**config.mk**
```make
export PLATFORM = sky130hd
export DESIGN_NAME = driver_motor_persiana_flat
export DESIGN_NICKNAME = d
export VERILOG_FILES = /design/src/rtl/driver_motor_persiana_pkg.sv /design/src/rtl/driver_motor_persiana_if.sv /design/src/rtl/driver_motor_persiana_sincronizador_2ff.sv /design/src/rtl/driver_motor_persiana.sv /design/src/flat_wrapper.sv
export SDC_FILE = /design/constraint.sdc
export NUM_CORES = 1
export LEC_CHECK = 0
export CORE_AREA = 10 10 49 51
export CTS_BUF_LIST = sky130_fd_sc_hd__clkbuf_16
export CTS_CLUSTER_SIZE = 25
export DETAILED_ROUTE_END_ITERATION = 8
export DIE_AREA = 0 0 59 61
export GPL_TIMING_DRIVEN = 0
export PLACE_DENSITY = 0.71
export REMOVE_ABC_BUFFERS = 1
export SLEW_MARGIN = 20
export SYNTH_ARGS = -nofsm -noshare
export SYNTH_HDL_FRONTEND = slang
export SYNTH_HIERARCHICAL = 1
export SYNTH_SLANG_ARGS = --single-unit
```
**constraint.sdc**
```tcl
create_clock -name Reloj -period 2 [get_ports Reloj]
set_input_delay 0.2 -clock Reloj [delete_from_list [all_inputs] [get_ports Reloj]]
set_output_delay 0.2 -clock Reloj [all_outputs]
set_load 0.02 [all_outputs]
```
**src/rtl/driver_motor_persiana_pkg.sv**
```systemverilog
// Shared types and constants for the blind motor driver: state codes, direction
// encoding and the debug state width used by the controller and the bench.
package persiana_pkg;

    localparam int ESTADO_W = 3;

    typedef enum logic [ESTADO_W-1:0] {
        PARADO   = 3'd0,
        ESPERA   = 3'd1,
        SUBIENDO = 3'd2,
        BAJANDO  = 3'd3,
        FALLO    = 3'd4
    } estado_t;

    localparam logic DIR_UP   = 1'b1;
    localparam logic DIR_DOWN = 1'b0;

    // Counter width for a terminal count of n, never narrower than one bit.
    function automatic int cnt_w(input int n);
        return ($clog2(n) < 1) ? 1 : $clog2(n);
    endfunction

endpackage

```
**src/rtl/driver_motor_persiana_if.sv**
```systemverilog
// Request/motor-enable bundle between the blind controller (master) and the
// motor driver stage (slave).
interface driver_motor_persiana_if;
    import persiana_pkg::*;

    logic                subir;
    logic                bajar;
    logic                motor_sub;
    logic                motor_baj;
    logic                fallo;
    logic [ESTADO_W-1:0] estado;

    modport master (
        output subir, bajar,
        input  motor_sub, motor_baj, fallo, estado
    );

    modport slave (
        input  subir, bajar,
        output motor_sub, motor_baj, fallo, estado
    );

endinterface

```
**src/rtl/driver_motor_persiana_sincronizador_2ff.sv**
```systemverilog
// Two-flop synchronizer for an asynchronous level (limit switches), cleared by
// the asynchronous active-high reset.
module sincronizador_2ff (
    input  logic clk,
    input  logic rst,
    input  logic d,
    output logic q
);

    logic meta_q;
    logic sync_q;

    always_ff @(posedge clk or posedge rst) begin
        if (rst) begin
            meta_q <= 1'b0;
            sync_q <= 1'b0;
        end else begin
            meta_q <= d;
            sync_q <= meta_q;
        end
    end

    assign q = sync_q;

endmodule

```
**src/rtl/driver_motor_persiana.sv**
```systemverilog
// H-bridge driver for the blind motor: dead time before every start, limit-switch
// stop and, when PERSIANA_WATCHDOG_EN is defined, a travel watchdog latching FALLO.
//
// state    | meaning
// ---------+-------------------------------------------------------------
// PARADO   | motor off, waiting for a valid UP/DOWN request
// ESPERA   | dead time running, both lines low, direction held in dir_q
// SUBIENDO | motor_sub on
// BAJANDO  | motor_baj on
// FALLO    | watchdog tripped, motor off until reset (watchdog build only)
module driver_motor_persiana
    import persiana_pkg::*;
#(
    parameter int DEAD_CYCLES    = 16,
    parameter int TIMEOUT_CYCLES = 1024
) (
    input  logic                    Reloj,
    input  logic                    reset,
    input  logic                    Ssup,
    input  logic                    Sinf,
    driver_motor_persiana_if.slave  bus
);

    localparam int             DW        = cnt_w(DEAD_CYCLES);
    localparam logic [DW-1:0]  DEAD_INIT = DW'(DEAD_CYCLES - 1);

    if (DEAD_CYCLES < 2 || TIMEOUT_CYCLES < 1) begin : g_bad_param
        $error("driver_motor_persiana: DEAD_CYCLES must be >= 2 and TIMEOUT_CYCLES >= 1");
    end

    logic ssup_s;
    logic sinf_s;

    sincronizador_2ff u_sync_ssup (.clk(Reloj), .rst(reset), .d(Ssup), .q(ssup_s));
    sincronizador_2ff u_sync_sinf (.clk(Reloj), .rst(reset), .d(Sinf), .q(sinf_s));

    estado_t       state_q, state_d;
    logic          dir_q, dir_d;
    logic [DW-1:0] dead_q, dead_d;
    logic          motor_sub_q, motor_sub_d;
    logic          motor_baj_q, motor_baj_d;

`ifdef PERSIANA_WATCHDOG_EN
    localparam int             RW      = cnt_w(TIMEOUT_CYCLES);
    localparam logic [RW-1:0]  RUN_MAX = RW'(TIMEOUT_CYCLES - 1);

    logic [RW-1:0] run_q, run_d;
    logic          fallo_q, fallo_d;
`endif

    logic req_up;
    logic req_down;
    logic req_match;
    logic lim_dir;

    assign req_up    = bus.subir & ~bus.bajar;
    assign req_down  = bus.bajar & ~bus.subir;
    assign req_match = dir_q ? req_up : req_down;
    assign lim_dir   = dir_q ? ssup_s : sinf_s;

    always_comb begin
        state_d = state_q;
        dir_d   = dir_q;
        dead_d  = dead_q;
`ifdef PERSIANA_WATCHDOG_EN
        run_d   = run_q;
`endif
        case (state_q)
            PARADO: begin
                if (req_up && !ssup_s) begin
                    state_d = ESPERA;
                    dir_d   = DIR_UP;
                    dead_d  = DEAD_INIT;
                end else if (req_down && !sinf_s) begin
                    state_d = ESPERA;
                    dir_d   = DIR_DOWN;
                    dead_d  = DEAD_INIT;
                end
            end
            ESPERA: begin
                if (!req_match || lim_dir) begin
                    state_d = PARADO;
                end else if (dead_q == '0) begin
                    if (dir_q == DIR_UP) state_d = SUBIENDO;
                    else                 state_d = BAJANDO;
`ifdef PERSIANA_WATCHDOG_EN
                    run_d = '0;
`endif
                end else begin
                    dead_d = dead_q - 1'b1;
                end
            end
            // Limit/request checks come before the watchdog so a coincident
            // limit switch ends in PARADO rather than FALLO.
            SUBIENDO: begin
                if (!req_up || ssup_s) begin
                    state_d = PARADO;
`ifdef PERSIANA_WATCHDOG_EN
                end else if (run_q == RUN_MAX) begin
                    state_d = FALLO;
                end else begin
                    run_d = run_q + 1'b1;
`endif
                end
            end
            BAJANDO: begin
                if (!req_down || sinf_s) begin
                    state_d = PARADO;
`ifdef PERSIANA_WATCHDOG_EN
                end else if (run_q == RUN_MAX) begin
                    state_d = FALLO;
                end else begin
                    run_d = run_q + 1'b1;
`endif
                end
            end
`ifdef PERSIANA_WATCHDOG_EN
            FALLO:   state_d = FALLO;
`endif
            default: state_d = PARADO;
        endcase

        // Outputs are decoded from the next state so the registered lines
        // always equal the decode of the registered state.
        motor_sub_d = (state_d == SUBIENDO);
        motor_baj_d = (state_d == BAJANDO);
`ifdef PERSIANA_WATCHDOG_EN
        fallo_d     = (state_d == FALLO);
`endif
    end

    always_ff @(posedge Reloj or posedge reset) begin
        if (reset) begin
            state_q     <= PARADO;
            dir_q       <= DIR_DOWN;
            dead_q      <= '0;
            motor_sub_q <= 1'b0;
            motor_baj_q <= 1'b0;
`ifdef PERSIANA_WATCHDOG_EN
            run_q       <= '0;
            fallo_q     <= 1'b0;
`endif
        end else begin
            state_q     <= state_d;
            dir_q       <= dir_d;
            dead_q      <= dead_d;
            motor_sub_q <= motor_sub_d;
            motor_baj_q <= motor_baj_d;
`ifdef PERSIANA_WATCHDOG_EN
            run_q       <= run_d;
            fallo_q     <= fallo_d;
`endif
        end
    end

    assign bus.motor_sub = motor_sub_q;
    assign bus.motor_baj = motor_baj_q;
    assign bus.estado    = state_q;
`ifdef PERSIANA_WATCHDOG_EN
    assign bus.fallo     = fallo_q;
`else
    assign bus.fallo     = 1'b0;
`endif

endmodule

```
**src/flat_wrapper.sv**
```systemverilog
// flat-port wrapper written by rule: the top's interface ports become plain ports
module driver_motor_persiana_flat import persiana_pkg::*;
#(
    parameter int DEAD_CYCLES    = 16,
    parameter int TIMEOUT_CYCLES = 1024
)
  (Reloj, reset, Ssup, Sinf, bus_subir, bus_bajar, bus_motor_sub, bus_motor_baj, bus_fallo, bus_estado);
  driver_motor_persiana_if bus_i ();
  input  logic Reloj;
  input  logic reset;
  input  logic Ssup;
  input  logic Sinf;
  input wire logic [$bits(bus_i.subir)-1:0] bus_subir;
  input wire logic [$bits(bus_i.bajar)-1:0] bus_bajar;
  output wire logic [$bits(bus_i.motor_sub)-1:0] bus_motor_sub;
  output wire logic [$bits(bus_i.motor_baj)-1:0] bus_motor_baj;
  output wire logic [$bits(bus_i.fallo)-1:0] bus_fallo;
  output wire logic [$bits(bus_i.estado)-1:0] bus_estado;
  assign bus_i.subir = bus_subir;
  assign bus_i.bajar = bus_bajar;
  assign bus_motor_sub = bus_i.motor_sub;
  assign bus_motor_baj = bus_i.motor_baj;
  assign bus_fallo = bus_i.fallo;
  assign bus_estado = bus_i.estado;
  driver_motor_persiana #(.DEAD_CYCLES(DEAD_CYCLES), .TIMEOUT_CYCLES(TIMEOUT_CYCLES)) u_core (.Reloj(Reloj), .reset(reset), .Ssup(Ssup), .Sinf(Sinf), .bus(bus_i));
endmodule
```
==> run summary <==
The number of sinks on the clock net was 14. The repair_antennas step left the layout with diodes totalling 0. For this run, the slowest stage of the critical path takes 0.39 ns. For the final weighted congestion of routability-driven global placement, the log shows 0.719.

Leaving out fill and tap cells, the most frequent cells in the layout are dfrtp_1 (14), clkdlybuf4s50_1 (10), inv_1 (7). The logs give 551 for the number of global-route vias before repair and 1420 µm for the total wire length. For this block, the initial DRC count from the detailed router was 13. Summed over all cells, the static leakage comes to 0.378 nW. Tracing the worst setup path back leads to its startpoint at u_core/dead_q[0]. Worst endpoint required time: 2.13 ns.

The count of final hold-check violations is 0, and the worst-case setup margin in the final layout is 0.130 ns. Data arrives at the worst endpoint at 2.00 ns. In this run the horizontal extent of the chip is 59 µm.

On the critical path the largest part of the delay comes from simple AND/OR/NAND/NOR gates. The tools report the number of antenna violations at the first check in global routing as 0. Leaving out fill and tap cells, the most frequent cell in the layout is dfrtp_1.

For this run, the number of Yosys warnings is 6. Counting every instance in the synthesized netlist gives 59. For the global-route congestion overflow total, the log shows 0.

The overall die height is 61 µm. For this run, the post-layout net count is 80. The power per cell area was 866 mW/mm²; the total number of vias was 504. After routing, the total negative slack on setup checks comes to 0 ns. TritonCTS built the clock tree.

The number of setup violations in the final report is 0. Setup repair after global routing left no endpoint under its margin. The run gives 0 as the buffers inserted during post-CTS setup optimization.

The tools report the worst-case clock skew as 0.00123 ns. In this run the core area contains 14 standard-cell rows. The first global-routing pass estimated 2470 µm of wire.

The worst register-to-register path begins at u_core/dead_q[0]. The filler cell count came out at 121. STA classifies the critical path startpoint as a register. In this run the mean area of a mapped cell was 11.5 µm². Of all nets on the critical path, the largest fanout is 7. The number of gates given a new drive strength after cts came out at 0.

By startpoint and endpoint, the worst setup path is classified as register to register. Timing would allow up to 535 MHz. The tools report the global-route usage over all layers as 0.0909. Fraction of final layout cells with drive strength greater than 1: 0.0972. The mapped netlist covers 676 µm². The largest individual stage delay along the critical path comes from the cell dfrtp_1. After detailed routing, the number of remaining DRC violations is 0. For the placement-stage worst setup slack, the log shows 0.0238 ns. IR analysis of the VDD net gives a maximum drop of 0.000607 V. The critical path goes through inv_1, ha_1, nor3b_2, nand2_1, a311o_1, and2b_1. The worst hold path belongs to the class primary input to asynchronous set/reset pin. The number of hold-repair buffers added at the cts stage was 0; the share of the synthesized area in the top cell type was 0.519. The portion of the clock cycle consumed by the worst path in the final layout is 0.935. The depth of the CTS H-tree is 1. The pin count of the biggest net entering global routing is 11, and the final design utilization is 0.587. The area growth from synthesis to layout is 27.8%. The buffer and inverter count on the worst path was 1. After detailed routing, the average wire length per cell comes to 16.2 µm.

The area enclosed by the die boundary is 0.00360 mm², and the post-synthesis cell type count is 29. The later-pin clock latency in the skew report was 0.24 ns; the clock period minus final worst setup slack was 1.87 ns. The sort of element at the end of the critical path is a register. The first detailed-routing pass ran for 4 iterations. The biggest area contributor in the post-synthesis netlist is dfrtp_1.

The detailed-placement wirelength estimate is 1100 µm, and the reported max-cap violation count is 0. The logs give 2 for the maximum clock path buffer count and 0 for the number of antenna-violating nets in the routed design. The core region is 0.00147 mm².

The run finished with clean final reports. The count of input and output buffers works out to 10. Counting flops and latches in the post-synthesis netlist gives 14.

The total count of max-transition violations in the final report is 0, and the effective utilization at floorplan is 0.459. The run gives 12 as the top-level I/O count. In this run, CTS created clock tree buffers numbering 3. The detail-routed via count per cell is 5.73. Clock root buffer master: clkbuf_16. Ranked by total cell area, the synthesized netlist is headed by dfrtp_1 (52%), inv_1 (3.9%), nor3b_2 (3.7%). The sequential share of the synthesized area is 0.519, and the clock input transition at the sequential cells of the worst setup and hold paths is 0.05 ns.
## stage by stage
step                power [mW]  cells  hold WS (ns)  instance area (µm²)
floorplan                0.348     58       -0.0588                  664
global placement         0.371     84         0.334                  785
global route             0.768     88         0.181                  863
detailed placement       0.375     84         0.341                  785
finish                   0.748     88         0.159                  863
CTS                      0.757     88         0.158                  863
## worst paths after layout
| path | end | slack [ns] | cells after the start |
|---|---|---|---|
| hold reg to reg | u_core/u_sync_sinf/q | 0.35 | 0 |
| setup reg to reg | u_core/bus.motor_baj | 0.13 | 6 |
| hold / removal | u_core/u_sync_ssup/meta_q | 0.16 | 2 |
| min in group Reloj | u_core/u_sync_sinf/q | 0.35 | 0 |
| setup / recovery | u_core/bus.motor_baj | 0.13 | 6 |
| max in group asynchronous | u_core/dead_q[1] | 1.45 | 2 |
## flip-flops by register name (all words and copies together), names as in the netlist
register                   flops
u_core/dir_q                   1
u_core/bus.estado              3
u_core/u_sync_ssup/meta_q      1
u_core/u_sync_ssup/q           1
u_core/u_sync_sinf/meta_q      1
u_core/bus.motor_baj           1
u_core/u_sync_sinf/q           1
u_core/bus.motor_sub           1
u_core/dead_q                  4
## metal layers
layer,wire length [µm],vias up,share of wire,global-route usage
met1,540,242,0.38,0.0850
met3,112,5,0.079,0.0438
met5,0,-,0,0
met4,30,0,0.021,0.0492
li1,-,243,-,-
met2,738,14,0.52,0.161
## kinds of logic (layout without fill, tap and decap cells)
| group | after synthesis | in the layout | share of synthesized area |
|---|---|---|---|
| DFF | 14 | 14 | 0.519 |
| adders and majority gates | 1 | 1 | 0.0185 |
| and+or+nand+nor | 19 | 19 | 0.207 |
| buffers and inverters | 9 | 21 | 0.0611 |
| other | 1 | 2 | 0.00555 |
| AOI/OAI and AO/OA | 15 | 15 | 0.189 |
## synth_stat cells
master	count
or3b_1	1
nor3_1	2
o211ai_1	2
nor2_1	2
nor3b_2	2
a311oi_1	1
a31oi_1	1
nand2_1	4
dfrtp_1	14
nor3b_1	2
o21ai_1	2
ha_1	1
nand4bb_1	1
inv_1	7
or4b_4	1
o311a_1	1
a211o_1	1
a21oi_4	1
conb_1	1
a22o_1	1
a41oi_1	1
o32ai_1	1
or2_1	1
a311o_1	1
a221oi_1	1
and2b_1	1
buf_4	2
and4b_1	2
o21a_1	1
## power breakdown
part / internal (mW) / switching [mW]
clock network: 0.264 / 0.112
registers: 0.298 / 0.0133
logic: 0.0285 / 0.0318
total: 0.591 / 0.157
## cell type report
type | count | area (µm²) | share of cell area
flip-flops and latches | 14 | 350 | 0.406
repair buffers | 10 | 100 | 0.116
clock buffers | 3 | 75.1 | 0.0870
multi-input cells | 37 | 288 | 0.333
clock inverters | 1 | 3.75 | 0.00435
inverters | 7 | 26.3 | 0.0304
well taps | 16 | 20.0 | 0.0232
No activity file was read; power rests on OpenSTA's default activity.
